$ cat src/rtl/multi_dataflow_engine_ctrl_pkg.sv
// Shared types for the multi-dataflow engine sequencer: FSM states and
// engine-level control/flag bundles used at the integration level.
package multi_dataflow_engine_ctrl_pkg;

   localparam int unsigned ENGINE_CNT_W = 16;

   typedef enum logic [1:0] {
      IDLE,
      START,
      RUN,
      FINISH
   } engine_ctrl_state_t;

   typedef struct packed {
      logic                    start;
      logic [ENGINE_CNT_W-1:0] len;
   } ctrl_engine_t;

   typedef struct packed {
      logic                    busy;
      logic                    done;
      logic [ENGINE_CNT_W-1:0] cnt_out;
      logic                    wdt_err;
   } flags_engine_t;

endpackage

$ cat src/rtl/multi_dataflow_engine_wdt.sv
// Watchdog for the engine sequencer: counts RUN cycles without a kernel done
// beat and flags a sticky error on reaching WDT_CYCLES.
module multi_dataflow_engine_wdt #(
   parameter int unsigned WDT_CYCLES = 1024
) (
   input  logic clk_i,
   input  logic rst_ni,
   input  logic clear_i,
   input  logic run_i,
   input  logic kick_i,
   output logic timeout_o,
   output logic err_o
);

   logic [31:0] cnt_q, cnt_d;
   logic        err_q, err_d;

   // Outside RUN the counter sits at zero, so every entry into RUN starts fresh.
   assign timeout_o = run_i && !kick_i && (cnt_q == 32'(WDT_CYCLES - 1));

   always_comb begin
      cnt_d = (!run_i || kick_i) ? 32'd0 : cnt_q + 32'd1;
      err_d = err_q | timeout_o;
   end

   always_ff @(posedge clk_i) begin
      if (!rst_ni || clear_i) begin
         cnt_q <= 32'd0;
         err_q <= 1'b0;
      end else begin
         cnt_q <= cnt_d;
         err_q <= err_d;
      end
   end

   assign err_o = err_q;

endmodule

$ cat src/rtl/multi_dataflow_engine_ctrl.sv
// Initiator-side sequencer for the multi-dataflow kernel adapter.
// Optional watchdog enabled by defining MULTI_DATAFLOW_ENGINE_WDT_EN.
module multi_dataflow_engine_ctrl
   import multi_dataflow_engine_ctrl_pkg::*;
#(
   parameter int unsigned CNT_W      = 16,
   parameter int unsigned WDT_CYCLES = 1024
) (
   input  logic             clk_i,
   input  logic             rst_ni,
   input  logic             clear_i,
   input  logic             start_i,
   input  logic [CNT_W-1:0] len_i,
   input  logic             kernel_ready_i,
   input  logic             kernel_done_i,
   input  logic             kernel_idle_i,
   output logic             kernel_start_o,
   output logic             busy_o,
   output logic             done_o,
   output logic [CNT_W-1:0] cnt_out_o,
   output logic             wdt_err_o
);

   localparam logic [CNT_W-1:0] ONE = CNT_W'(1);

   engine_ctrl_state_t state_q, state_d;
   logic [CNT_W-1:0]   len_q, len_d;
   logic [CNT_W-1:0]   cnt_q, cnt_d;
   logic               zdone_q, zdone_d;
   logic               wdt_timeout;

   // The adapter's ready flag is observed by the integration, not by this FSM.
   logic unused_ready;
   assign unused_ready = kernel_ready_i;

`ifdef MULTI_DATAFLOW_ENGINE_WDT_EN
   multi_dataflow_engine_wdt #(
      .WDT_CYCLES (WDT_CYCLES)
   ) i_wdt (
      .clk_i     (clk_i),
      .rst_ni    (rst_ni),
      .clear_i   (clear_i),
      .run_i     (state_q == RUN),
      .kick_i    (kernel_done_i),
      .timeout_o (wdt_timeout),
      .err_o     (wdt_err_o)
   );
`else
   logic [31:0] unused_wdt_cycles;
   assign unused_wdt_cycles = WDT_CYCLES;
   assign wdt_timeout       = 1'b0;
   assign wdt_err_o         = 1'b0;
`endif

   always_comb begin
      // NOTE: every signal written here gets a default first so no path can
      // leave it unassigned and infer a latch.
      state_d = state_q;
      len_d   = len_q;
      cnt_d   = cnt_q;
      zdone_d = 1'b0;
      unique case (state_q)
         IDLE: begin
            if (start_i) begin
               if (len_i != '0) begin
                  len_d   = len_i;
                  cnt_d   = '0;
                  state_d = START;
               end else begin
                  zdone_d = 1'b1;
               end
            end
         end
         START: state_d = RUN;
         RUN: begin
            if (kernel_done_i) cnt_d = cnt_q + ONE;
            // A completing beat wins over both the watchdog and a relaunch.
            if (kernel_done_i && (cnt_q == len_q - ONE)) begin
               state_d = FINISH;
            end else if (wdt_timeout) begin
               state_d = FINISH;
            end else if (kernel_idle_i && (cnt_q < len_q)) begin
               state_d = START;
            end
         end
         FINISH: state_d = IDLE;
         default: state_d = IDLE;
      endcase
   end

   // NOTE: reset is synchronous and state uses non-blocking assignments so all
   // registers update together from pre-edge values.
   always_ff @(posedge clk_i) begin
      if (!rst_ni || clear_i) begin
         state_q <= IDLE;
         len_q   <= '0;
         cnt_q   <= '0;
         zdone_q <= 1'b0;
      end else begin
         state_q <= state_d;
         len_q   <= len_d;
         cnt_q   <= cnt_d;
         zdone_q <= zdone_d;
      end
   end

   assign kernel_start_o = (state_q == START);
   assign busy_o         = (state_q != IDLE);
   assign done_o         = (state_q == FINISH) || zdone_q;
   assign cnt_out_o      = cnt_q;

endmodule
$ cat config.mk
export PLATFORM = sky130hd
export DESIGN_NAME = multi_dataflow_engine_ctrl
export DESIGN_NICKNAME = d
export VERILOG_FILES = /design/src/rtl/multi_dataflow_engine_ctrl_pkg.sv /design/src/rtl/multi_dataflow_engine_wdt.sv /design/src/rtl/multi_dataflow_engine_ctrl.sv
export SDC_FILE = /design/constraint.sdc
export NUM_CORES = 1
export LEC_CHECK = 0
export CORE_MARGIN = 10
export CORE_UTILIZATION = 48
export CTS_CLUSTER_SIZE = 8
export DETAILED_ROUTE_END_ITERATION = 10
export HOLD_SLACK_MARGIN = 0.12
export PLACE_DENSITY = 0.77
export SETUP_SLACK_MARGIN = 0.4
export SYNTH_ARGS = -nofsm -noshare
export SYNTH_HDL_FRONTEND = slang
export SYNTH_SLANG_ARGS = --single-unit
export TNS_END_PERCENT = 10
$ cat constraint.sdc
create_clock -name clk_i -period 1.9 [get_ports clk_i]
set_input_delay 0.475 -clock clk_i [delete_from_list [all_inputs] [get_ports clk_i]]
set_output_delay 0.475 -clock clk_i [all_outputs]
set_load 0.05 [all_outputs]
==> results.ini <==
[status]
status=completed

[logic_synthesis]
synthesis.nets=343
synth_edf_count=0
synth_top_cell_area_share=0.281
synthFlopType=dfxtp_1
synth_area_mm2=0.00249
yosysWarnings=0
ys_async_sr_fraction=0
yosysUniqueCellTypes=50
synth_area_leaders=dfxtp_1 28%, ha_1 9.0%, mux2i_1 6.8%
synth.top_cells.by_count=43 x nor2_1, 35 x dfxtp_1, 22 x inv_1, 19 x xor2_1, 18 x ha_1
synth-seq-cells=35
yosysTopAreaCell=dfxtp_1
synth_seq_area_share=0.281
synth.avg_cell_area_um2=8.26
synthCells=302
yosysMostFrequentCell=nor2_1

[drt]
drtAntennaViolNets=0
wire_per_inst_um=18.6
drc=0
drtIter0Drc=205
drtPass1Iterations=4
vias_per_cell=5.82
via_count=2655
drt-total-wl_um=8460

[clock_network]
clkSinkCount=35
cts_buffer_depth=2
tritoncts=built
htree_levels=2
cts_made_buffers=5
root_buffer=clkbuf_8
cts_hold_buf=0
clock_latency_ns=0.29
clkTransAtPathRegs_ns=0.07

[worst_hold_path]
hold_path_class=primary input to flip-flop

[timing]
finalHoldViolCount=0
fin_skew_ns=0.00327
setup_viol=0
period_minus_slack_ns=1.83
maxSlewViolCount=0
rsz0062_at_grt=true
fin_crit_sh=0.961
hold_ws_ns=0.439
fmax_mhz=548

[global_route]
grt_max_degree=21
grt_pass1_vias=2772
track_usage=0.190
grt_pass1_wl_um=13300
antenna_found_initial=0
grt.overflow.total=0

[power]
power.density_mw_per_mm2=466
total_power_mw=1.75
power_leakage_nw=1.67
peakVddDrop_mv=0.339

[critical_path]
ff2ff_path_depth=7
cp_common_cell=nor3_2
crit_type=flip-flop to flip-flop
max_stage_delay_ns=0.37
crit_fanout=4
cp.required_ns=2.10
crit_path_end=state_q[0]$_SDFFE_PP0P_
reg2reg_from=len_q[5]$_SDFFE_PP0P_
end_kind=flip-flop
cpMaxStageDelayCell=dfxtp_4
cp-startpoint=len_q[5]$_SDFFE_PP0P_
timing.rr.end=state_q[0]$_SDFFE_PP0P_
r2r_setup_slack_ns=0.07
startpoint_type=flip-flop
crit_arrival_ns=2.03
path_cells=buf_4 > nor3_2 > nand4_1 > xnor2_1 > nor3_2 > o2111ai_2 > o31ai_1

[finish]
antenna_cells=0
drive_gt1_frac=0.420
final_net_count=428
fin_area_mm2=0.00375
fin_cells=456
areaGrowthSynthToFinish_pct=50.5
utilization=0.739

[place]
port_buffers=40
hpwl_um=5480
placed_area_mm2=0.00330
dp_cells=438
gp_congestion=0.905

[floorplanning]
initial_core_util=0.491
die_w_um=92.1
rows=26
core_mm2=0.00507
dieArea_mm2=0.00848
die-height_um=92.1
ios=43

[job]
maxCapViolCount=0

routing by layer:
metal	up-vias	global-route usage	wire length, um
li1	1233	-	-
met1	1281	0.216	3500
met2	104	0.331	4140
met3	37	0.0391	474
met4	0	0.0925	353
met5	-	0	0
layout by cell type, fill, tap and decap left out, types with 3 or more instances in the layout:
master	count
buf_4	61
nor2_1	41
inv_1	19
dfxtp_2	19
xor2_1	18
mux2i_1	17
nand4_1	15
ha_1	15
nand2_1	14
xnor2_1	13
nor4_4	8
dfxtp_1	8
dfxtp_4	8
buf_2	8
nor3_1	6
buf_6	6
a21oi_1	5
nor3_2	5
clkbuf_8	5
buf_12	5
and2_1	4
and3_1	4
nand2b_1	4
o21ai_1	4
clkdlybuf4s15_1	4
clkdlybuf4s50_1	4
nor2b_1	3
a21oi_2	3
a31oi_1	3
flip-flops by register name (all words and copies together) (netlist names):
signal	flops
zdone_q	1
len_q	16
cnt_out_o	16
state_q	2
cells by family (layout without fill, tap and decap cells):
| family | Yosys count | count (layout) | synth area share |
|---|---|---|---|
| and+or+nand+nor | 130 | 130 | 0.287 |
| DFF | 35 | 35 | 0.281 |
| buffers and inverters | 35 | 119 | 0.0607 |
| AOI/OAI and AO/OA | 33 | 33 | 0.0898 |
| xor gates and xnor gates | 33 | 33 | 0.122 |
| adders and majority gates | 18 | 18 | 0.0903 |
| muxes | 17 | 17 | 0.0682 |
| other | 1 | 1 | 0.00150 |
area by class of cell:
class,count,area (um^2)
Clock buffer,6,72.6
Fill cell,343,1320
Inverter,22,87.6
Multi-Input combinational cell,232,1930
Sequential cell,35,754
Tap cell,70,87.6
Timing Repair Buffer,91,822
through the flow:
stage | worst slack (ns) | TNS [ns]
after floorplan | 0.134 | 0
after global placement | -0.410 | -11.14
after detailed placement | -0.450 | -11.92
after CTS | 0.115 | 0
after global routing | 0.0446 | 0
final | 0.0749 | 0
critical path: cells and delay by family, from the launching register on:
kind	cells	cell delay, ns
and+or+nand+nor	3	0.74
DFF	1	0.37
AOI/OAI and AO/OA	2	0.29
xor gates and xnor gates	1	0.18
buffers and inverters	1	0.16
power breakdown:
part / internal (mW) / switching [mW]
Combinational: 0.246 / 0.230
Sequential: 0.739 / 0.0221
Clock: 0.245 / 0.268
Total: 1.23 / 0.520
how the worst min path moves through the flow:
stage               slack [ns]                   endpoint  cells after the start                 startpoint
floorplan                 0.51     len_q[15]$_SDFFE_PP0P_                      2     len_q[15]$_SDFFE_PP0P_
CTS                       0.44     len_q[14]$_SDFFE_PP0P_                      3                  len_i[14]
global placement          0.53      len_q[6]$_SDFFE_PP0P_                      2      len_q[6]$_SDFFE_PP0P_
finish                    0.44     len_q[14]$_SDFFE_PP0P_                      3                  len_i[14]
detailed placement        0.54  cnt_out_o[0]$_SDFFE_PP0P_                      2  cnt_out_o[0]$_SDFFE_PP0P_
global route              0.46     len_q[14]$_SDFFE_PP0P_                      3                  len_i[14]
repair_timing:
action / 4_1_cts / 5_1_grt
setup buffers: 6 / 4
cloned: 2 / 0
gates resized for setup: 109 / 27
pin swaps: 22 / 20
setup endpoints to repair: 39 / 42
No activity file was read; power rests on OpenSTA's default activity.
==> edit: new RTL, config.mk and constraints unchanged <==
Build with the macro `MULTI_DATAFLOW_ENGINE_WDT_EN` defined.
--- a/src/rtl/multi_dataflow_engine_ctrl.sv
+++ b/src/rtl/multi_dataflow_engine_ctrl.sv
@@ -1,5 +1,7 @@
 // Initiator-side sequencer for the multi-dataflow kernel adapter.
 // Optional watchdog enabled by defining MULTI_DATAFLOW_ENGINE_WDT_EN.
+`define MULTI_DATAFLOW_ENGINE_WDT_EN
+
 module multi_dataflow_engine_ctrl
    import multi_dataflow_engine_ctrl_pkg::*;
 #(
Check against the original RTL: no difference found for any inputs over 10 cycles, from zero or initial values; that may be too few to reach the edited logic, so the function may still have changed.
==> edit against the unedited design <==
  * The run now ends with setup timing left
  * Sequential cell count grew 33
  * Via count grew 62%
  * Total power grew 81%
  * Setup slack lost 0.43 ns
  * Fmax shrank 19%
  * Count of clock-buffer cells in the layout grew 4
  * Synthesized cell count grew 54%
  * Design area grew 67%
  * Cell count grew 57%
  * Utilization grew 6.5 points
  * Wire length grew 70%
  * Synthesized area grew 56%
==> edit: results <==
metrics = {
    "timing": {
        "worst_slack_ns": -0.359,
        "skew_ns": 0.0104,
        "final.setup.tns_ns": -0.660,
        "setup_viol": 2,
    },
    "cells_and_area": {
        "nets": 652,
        "num_antenna_cells": 0,
        "layout-drive-gt1-share_pct": 45.7,
        "fillers": 424,
    },
    "cts": {
        "clkTransAtPathRegs_ns": 0.08,
        "clockBufferDepth": 2,
        "cts_buffers": 9,
        "insertion_delay_ns": 0.35,
        "htree_levels": 3,
    },
    "place": {
        "placed_cell_area_sq_um": 5140,
        "place_congestion": 0.947,
        "pre_cts_ws_ns": -0.740,
        "dp_hpwl_microns": 8840,
        "port_buffers": 41,
    },
    "detailed_routing": {
        "dr.pass1.iters": 5,
        "wl_microns": 14400,
        "drt_iter0_drc": 371,
        "vias_per_cell": 5.98,
    },
    "synthesis": {
        "yosysSeqAreaShare_pct": 35.0,
        "synth_area_leaders": "dfxtp_1, nor2_1, xor2_1, ha_1, xnor2_1",
        "yosysUniqueCellTypes": 53,
        "yosys_warnings": 0,
        "synth_commonest_cells": "nor2_1, dfxtp_1, xor2_1",
        "synth-async-reset-ratio_pct": 0,
        "syn_nets": 507,
    },
    "global_route": {
        "grt_pass1_wl_microns": 20400,
        "grt_pass1_vias": 4188,
        "track_usage_pct": 21.0,
        "grt_start_max_net_pins": 32,
    },
    "critical_path": {
        "critPathSlowestCell": "dfxtp_1",
        "crit_arrival_ns": 2.50,
        "cpLargestDelayFamily": "compound AO/OA/AOI/OAI gates",
        "worstPathMaxFanout": 5,
        "max_stage_delay_ns": 0.46,
    },
    "worst_hold_path": {
        "hp-class": "in -> reg",
    },
    "outcome": {
        "violations": "setup timing",
        "outcome": "finished with violations",
    },
    "pwr": {
        "p_leak_nw": 2.47,
        "ir_drop_mv": 0.355,
    },
}
==> edit: area by class of cell <==
cell class	instances	area share [%]
flip-flops and latches	68	23.1
multi-input cells	354	46.9
clock buffers	10	2.03
repair buffers	151	23.4
inverters	26	1.55
clock inverters	6	1.02
well taps	102	2.03
==> edit: cell families after synthesis <==
kind of cell             synth area share (%)
buffers and inverters                    4.50
multiplexers                             4.37
flip-flops                               35.0
XOR/XNOR                                 12.2
AO/OA/AOI/OAI                            10.5
AND/OR/NAND/NOR                          27.4
adder cells (fa/ha/maj)                  6.11
==> edit: per-layer routing <==
metal	GRT usage, %	vias to the layer above	part of all wire (%)
li1	-	1941	-
met1	26.0	2071	39
met2	35.2	219	50
met3	4.29	59	7.4
met4	7.90	0	3.9
met5	0	-	0
==> edit: where the power goes <==
part | internal [mW] | switching, mW
logic | 0.271 | 0.267
clock network | 0.608 | 0.600
registers | 1.41 | 0.0168
total | 2.29 | 0.883
==> edit: timing repair <==
action                                  in CTS  in global routing
hold endpoints to repair                     0                  0
cloned                                       0                  0
endpoints found under the setup margin      71                 80
setup buffers                                7                  7
pin swaps                                   95                103
gates resized for setup                    209                 78
==> edit: worst paths after layout <==
path	from	endpoint	slack [ns]	depth (start not counted)
worst max-delay path	len_q[4]	state_q[0]	-0.36	7
worst min-delay path	len_i[4]	len_q[4]	0.40	3
worst max register to register	len_q[4]	state_q[0]	-0.36	7
worst min register to register	i_wdt.cnt_q[29]	i_wdt.cnt_q[29]	0.53	2
==> edit: per-stage QoR <==
step                      std cells  utilization [%]
after floorplan                 465                -
after global placement          687             65.8
after detailed placement        687             65.8
after CTS                       710             75.5
after global routing            717             80.4
final                           717             80.4
==> edit: worst reg2reg max path: cells and delay by family (launching register included) <==
family	cells	cell delay, ns
compound gates	4	1.19
flops	1	0.46
fa+ha+maj	1	0.30
buf+inv	2	0.22
